[src/rtl/pipe_stage_skid_reg_pkg.sv]
// Shared constants and types for the pipeline-boundary register family.
// Replaces the old pipe_defs.vh include; every stage boundary imports this package.
package pipe_stage_skid_reg_pkg;

  localparam int unsigned DEF_PC_W   = 32;
  localparam int unsigned DEF_DATA_W = 32;
  localparam int unsigned DEF_CNT_W  = 16;

  // All-zero instruction word is the NOP the decoder treats as a bubble.
  localparam logic [31:0] NOP_INSN = 32'h0000_0000;

  // Occupancy of the boundary: bit 1 = head valid, bit 0 = skid valid.
  // 2'b01 (skid without head) is unreachable by construction.
  typedef enum logic [1:0] {
    OCC_EMPTY = 2'b00,
    OCC_HEAD  = 2'b10,
    OCC_FULL  = 2'b11
  } occ_e;

  function automatic logic occ_head_valid(input logic [1:0] occ);
    return occ[1];
  endfunction

  function automatic logic occ_skid_valid(input logic [1:0] occ);
    return occ[0];
  endfunction

endpackage

[src/rtl/pipe_stage_skid_reg_sat_counter.sv]
// Saturating event counter: counts qualifying cycles, sticks at all-ones,
// cleared only by synchronous reset.
module sat_counter #(
  parameter int unsigned CNT_W = 16
) (
  input  logic             clk,
  input  logic             rst,
  input  logic             inc,
  output logic [CNT_W-1:0] count
);

  logic [CNT_W-1:0] count_q;
  logic [CNT_W-1:0] count_d;

  always_comb begin
    count_d = count_q;
    if (inc && (count_q != '1)) begin
      count_d = count_q + CNT_W'(1);
    end
  end

  always_ff @(posedge clk) begin
    if (rst) begin
      count_q <= '0;
    end else begin
      count_q <= count_d;
    end
  end

  assign count = count_q;

endmodule

[src/rtl/pipe_stage_skid_reg.sv]
// One pipeline boundary (IF/ID, ID/EX, EX/MEM, MEM/WB): valid/ready handshake,
// hazard stall hold, flush-to-bubble, optional 2-entry skid, perf counters.
module pipe_stage_skid_reg
  import pipe_stage_skid_reg_pkg::*;
#(
  parameter int unsigned        PC_W    = DEF_PC_W,
  parameter int unsigned        DATA_W  = DEF_DATA_W,
  parameter bit                 SKID_EN = 1'b1,
  parameter int unsigned        CNT_W   = DEF_CNT_W,
  parameter logic [DATA_W-1:0]  BUBBLE  = DATA_W'(NOP_INSN)
) (
  input  logic              clk,
  input  logic              rst,
  input  logic              flush,
  input  logic              stall,
  input  logic              in_valid,
  output logic              in_ready,
  input  logic [PC_W-1:0]   in_pc,
  input  logic [DATA_W-1:0] in_data,
  output logic              out_valid,
  input  logic              out_ready,
  output logic [PC_W-1:0]   out_pc,
  output logic [DATA_W-1:0] out_data,
  output logic [CNT_W-1:0]  stall_cnt,
  output logic [CNT_W-1:0]  flush_cnt
);

  occ_e              occ_q;
  occ_e              occ_d;
  logic [PC_W-1:0]   head_pc_q;
  logic [PC_W-1:0]   head_pc_d;
  logic [DATA_W-1:0] head_data_q;
  logic [DATA_W-1:0] head_data_d;
  logic [PC_W-1:0]   skid_pc_q;
  logic [PC_W-1:0]   skid_pc_d;
  logic [DATA_W-1:0] skid_data_q;
  logic [DATA_W-1:0] skid_data_d;

  logic [1:0] occ_bits;
  logic       head_v;
  logic       skid_v;
  logic       room;
  logic       accept;
  logic       pop;
  logic       stall_inc;
  logic       flush_inc;

  assign occ_bits = occ_q;
  assign head_v   = occ_head_valid(occ_bits);
  assign skid_v   = occ_skid_valid(occ_bits);

  // With the skid enabled, readiness depends only on local state, so the
  // upstream ready path never sees out_ready combinationally.
  always_comb begin
    if (SKID_EN) begin
      room = ~skid_v;
    end else begin
      room = ~head_v | out_ready;
    end
    in_ready = ~stall & ~flush & room;
  end

  assign accept = in_valid & in_ready;
  // A stalled stage keeps its head even if downstream signals ready.
  assign pop    = head_v & out_ready & ~stall & ~flush;

  always_comb begin
    occ_d       = occ_q;
    head_pc_d   = head_pc_q;
    head_data_d = head_data_q;
    skid_pc_d   = skid_pc_q;
    skid_data_d = skid_data_q;
    if (flush) begin
      occ_d       = OCC_EMPTY;
      head_pc_d   = '0;
      head_data_d = BUBBLE;
      skid_pc_d   = '0;
      skid_data_d = BUBBLE;
    end else if (!stall) begin
      case (occ_q)
        OCC_EMPTY: begin
          if (accept) begin
            occ_d       = OCC_HEAD;
            head_pc_d   = in_pc;
            head_data_d = in_data;
          end
        end
        OCC_HEAD: begin
          if (accept && pop) begin
            head_pc_d   = in_pc;
            head_data_d = in_data;
          end else if (accept && SKID_EN) begin
            occ_d       = OCC_FULL;
            skid_pc_d   = in_pc;
            skid_data_d = in_data;
          end else if (pop) begin
            occ_d = OCC_EMPTY;
          end
        end
        OCC_FULL: begin
          if (pop) begin
            occ_d       = OCC_HEAD;
            head_pc_d   = skid_pc_q;
            head_data_d = skid_data_q;
          end
        end
        default: begin
          occ_d = OCC_EMPTY;
        end
      endcase
    end
  end

  always_ff @(posedge clk) begin
    if (rst) begin
      occ_q       <= OCC_EMPTY;
      head_pc_q   <= '0;
      head_data_q <= BUBBLE;
      skid_pc_q   <= '0;
      skid_data_q <= BUBBLE;
    end else begin
      occ_q       <= occ_d;
      head_pc_q   <= head_pc_d;
      head_data_q <= head_data_d;
      skid_pc_q   <= skid_pc_d;
      skid_data_q <= skid_data_d;
    end
  end

  assign out_valid = head_v;
  assign out_pc    = head_pc_q;
  assign out_data  = head_data_q;

  assign stall_inc = stall & ~flush;
  assign flush_inc = flush & (head_v | skid_v);

  sat_counter #(.CNT_W(CNT_W)) u_stall_cnt (
    .clk   (clk),
    .rst   (rst),
    .inc   (stall_inc),
    .count (stall_cnt)
  );

  sat_counter #(.CNT_W(CNT_W)) u_flush_cnt (
    .clk   (clk),
    .rst   (rst),
    .inc   (flush_inc),
    .count (flush_cnt)
  );

  a_no_orphan_skid: assert property (@(posedge clk) disable iff (rst) !(skid_v && !head_v))
    else $error("skid entry held without a head entry");

endmodule

[config.mk]
export PLATFORM = sky130hd
export DESIGN_NAME = pipe_stage_skid_reg
export DESIGN_NICKNAME = d
export VERILOG_FILES = /design/src/rtl/pipe_stage_skid_reg_pkg.sv /design/src/rtl/pipe_stage_skid_reg_sat_counter.sv /design/src/rtl/pipe_stage_skid_reg.sv
export SDC_FILE = /design/constraint.sdc
export NUM_CORES = 1
export LEC_CHECK = 0
export CORE_ASPECT_RATIO = 1.5
export CORE_UTILIZATION = 40
export DETAILED_ROUTE_END_ITERATION = 10
export PLACE_DENSITY = 0.69
export SLEW_MARGIN = 20
export SYNTH_ARGS = -nofsm -noshare
export SYNTH_HDL_FRONTEND = slang
export SYNTH_SLANG_ARGS = --single-unit
[constraint.sdc]
create_clock -name clk -period 2.04 [get_ports clk]
set_input_delay 0.612 -clock clk [delete_from_list [all_inputs] [get_ports clk]]
set_output_delay 0.612 -clock clk [all_outputs]
set_load 0.02 [all_outputs]
==> out/metrics.csv <==
metric;value;unit
Max Cap Viol;0;
Ant. Diodes;0;
predominant post-synthesis flop cell;dfxtp_1;
via count;6627;
first-pass GRT wire length;30800;microns
Max FO, Critical Path;6;
Tightest Pin Transition;543;ps
insertion delay to the later sink of the worst-skew pair;420;ps
# port buffers;167;
Synth warnings;0;
Hold Worst Slack;447;ps
cell taking the most area after synthesis;dfxtp_1;
arrival time worst endpoint;2310;ps
FF/Latch Area;3250;sq um
number of flops mapped to enable cells by yosys;0;
mapped cell area;7390;sq um
Final period util;98.5;%
ranking of synthesized cells by area;dfxtp_1 (44%), nand2_1 (10%), mux2i_1 (9.1%);
global-route usage over all layers;20.2;%
Setup Total Neg Slack;0;ps
die footprint;19000;sq um
hold crit path type;reg2reg;
synthesized instance count;867;
final non-filler cell total;1281;
floorplan row count;60;
Clk pin slew, worst setup/hold paths;60;ps
Leak;0.00443;uW
Avg WL per Cell;14.5;microns
Final GP Congestion;0.795;
final hold vios;0;
Root Buffer;clkbuf_16;
RSZ-0062 raised after global routing;false;
area of the core;18000;sq um
post-route ant nets;0;
status;complete, no violations;
Initial Utilization;41.0;%
Clock power frac;46.7;%
DRC errors left;0;
Util after Layout;58.5;%
vias in the first global route;6224;
sequential area share after synthesis;43.9;%
data required time of the worst path;2340;ps
CTS Hold Bufs;0;
# fillers;1644;
# nets final;1127;
DIE WIDTH;113;microns
drt pass-1 iters;4;
syn nets;943;
pre-CTS setup slack;-628;ps
critical path class;in2reg;
most common cell after layout, fill and taps aside;nand2_1;
H-tree depth;4;
largest net degree at the start of global routing;75;
average cell area after synthesis;8.53;sq um
relative slew slack;63.8;%
Worst Skew;7.10;ps
number of CTS-inserted buffers;17;
switching share of power;23.0;%
GR Overflow Total;0;
CP startpoint kind;input port;
Hold Path Depth;2;
clock sinks;162;
maximum vdd ir drop;0.458;mV
detailed router's first-iteration violation count;282;
dpl cells;1244;
hpwl dp;12600;microns
P_sw;1630;uW
Max Slew Vio Count;0;
worst r2r path cells;6;
Die Y;169;microns
final worst setup slack;29.7;ps
Logic pwr share;8.0;%
clk buf depth;2;
Top Ports;168;
drt via density;5.17;
synth unique cells;45;
Synth top area share;43.9;%
Area Growth Syn to Fin;42.6;%
P_int;5440;uW
Period minus WS final;2010;ps
Synth async-reset ratio;0;%
most frequent cells in the layout;nand2_1 (204), dfxtp_1 (160), clkdlybuf4s50_1 (103);
crit path capture type;register;
footprint of the multi-input gates;3930;sq um
Reg power frac;45.2;%
Routed WL;18600;microns
f_max;497;MHz
layout cell share with drive strength beyond 1;13.2;%
Final Setup Violations;0;
Yosys reg bits;162;
CTS tree;done;
total power per unit cell area;670;nW/um^2
initial antenna violation count;0;
-- synth_stat cells (2+ instances only) --
cell type / count
nor4_1: 3
buf_6: 7
clkbuf_1: 50
ha_1: 6
nand2b_1: 69
nand2_1: 204
and4_1: 2
nand4_1: 7
and3_1: 2
a211oi_1: 6
o21ai_0: 3
dfxtp_1: 162
a21o_1: 2
a211o_1: 2
o211ai_1: 64
nor2_1: 23
nand3b_1: 2
buf_2: 8
or4_1: 6
mux2i_1: 67
nand3_1: 10
nor2b_1: 16
mux2_2: 15
nor3_1: 8
a2111oi_0: 7
o31ai_1: 7
a21oi_1: 79
or3_1: 4
inv_1: 8
or2_2: 3
-- layer usage --
layer	up-vias	wire, microns	global-route usage (%)
met5	-	0	0
met4	0	224	5.26
met3	12	677	4.69
met2	133	9580	36.5
met1	3113	8110	23.9
li1	3369	-	-
-- state kept, by name (all words and copies together) (netlist names) --
register,count
out_data,32
skid_pc_q,32
skid_data_q,32
out_pc,32
occ_bits,2
u_flush_cnt.count,16
u_stall_cnt.count,16
-- cell type report --
cell class                 count  area share (%)
clock buffer                  17            4.03
clock inverter                15            1.71
inverter                       8           0.285
multi-input combinational    631            37.2
sequential                   162            30.8
tap                          217            2.57
timing repair buffer         231            23.4
-- final timing paths --
check,startpoint,to,slack [ps]
worst min-delay path,skid_data_q[7],skid_data_q[7],450
worst max-delay path,flush,out_data[13],30
worst min register to register,skid_data_q[7],skid_data_q[7],450
worst max register to register,occ_bits[0],out_data[13],70
-- stage by stage --
step           total power (uW)  instance area, sq um
2_1_floorplan              3510                  7490
3_5_place_dp               3820                  9790
3_3_place_gp               3820                  9790
4_1_cts                    7160                 10500
5_1_grt                    7340                 10500
6_report                   7070                 10500
-- cell families (layout without fill, tap and decap cells) --
| kind of cell | count (synthesis) | in the layout | synth area share [%] |
|---|---|---|---|
| buffers and inverters | 74 | 271 | 4.60 |
| AOI/OAI and AO/OA | 175 | 175 | 15.2 |
| xor gates and xnor gates | 1 | 1 | 0.118 |
| DFF | 162 | 162 | 43.9 |
| adders and majority gates | 6 | 6 | 1.02 |
| and+or+nand+nor | 367 | 367 | 23.8 |
| muxes | 82 | 82 | 11.4 |
-- critical path: stages --
cell and delay, ps:
clkdlybuf4s15_2 220, or4b_4 500, a211o_1 280, a21o_4 270
buf_12 150, buf_12 130, mux2i_2 140
-- repair_timing --
action                                  CTS  global route
pin swaps                                 2             3
gates cloned                              2             0
setup buffers                             3             0
resized for setup                        50            30
endpoints found under the setup margin  177            68
endpoints found under the hold margin     0             0
-- power by group through the flow --
stage | clock (uW) | sequential (uW) | combinational, uW
after floorplan | 0 | 3290 | 220
after global placement | 0 | 3270 | 547
after detailed placement | 0 | 3270 | 549
after CTS | 3400 | 3200 | 571
after global routing | 3530 | 3200 | 607
final | 3300 | 3200 | 568
(Power assumes the default switching activity.)
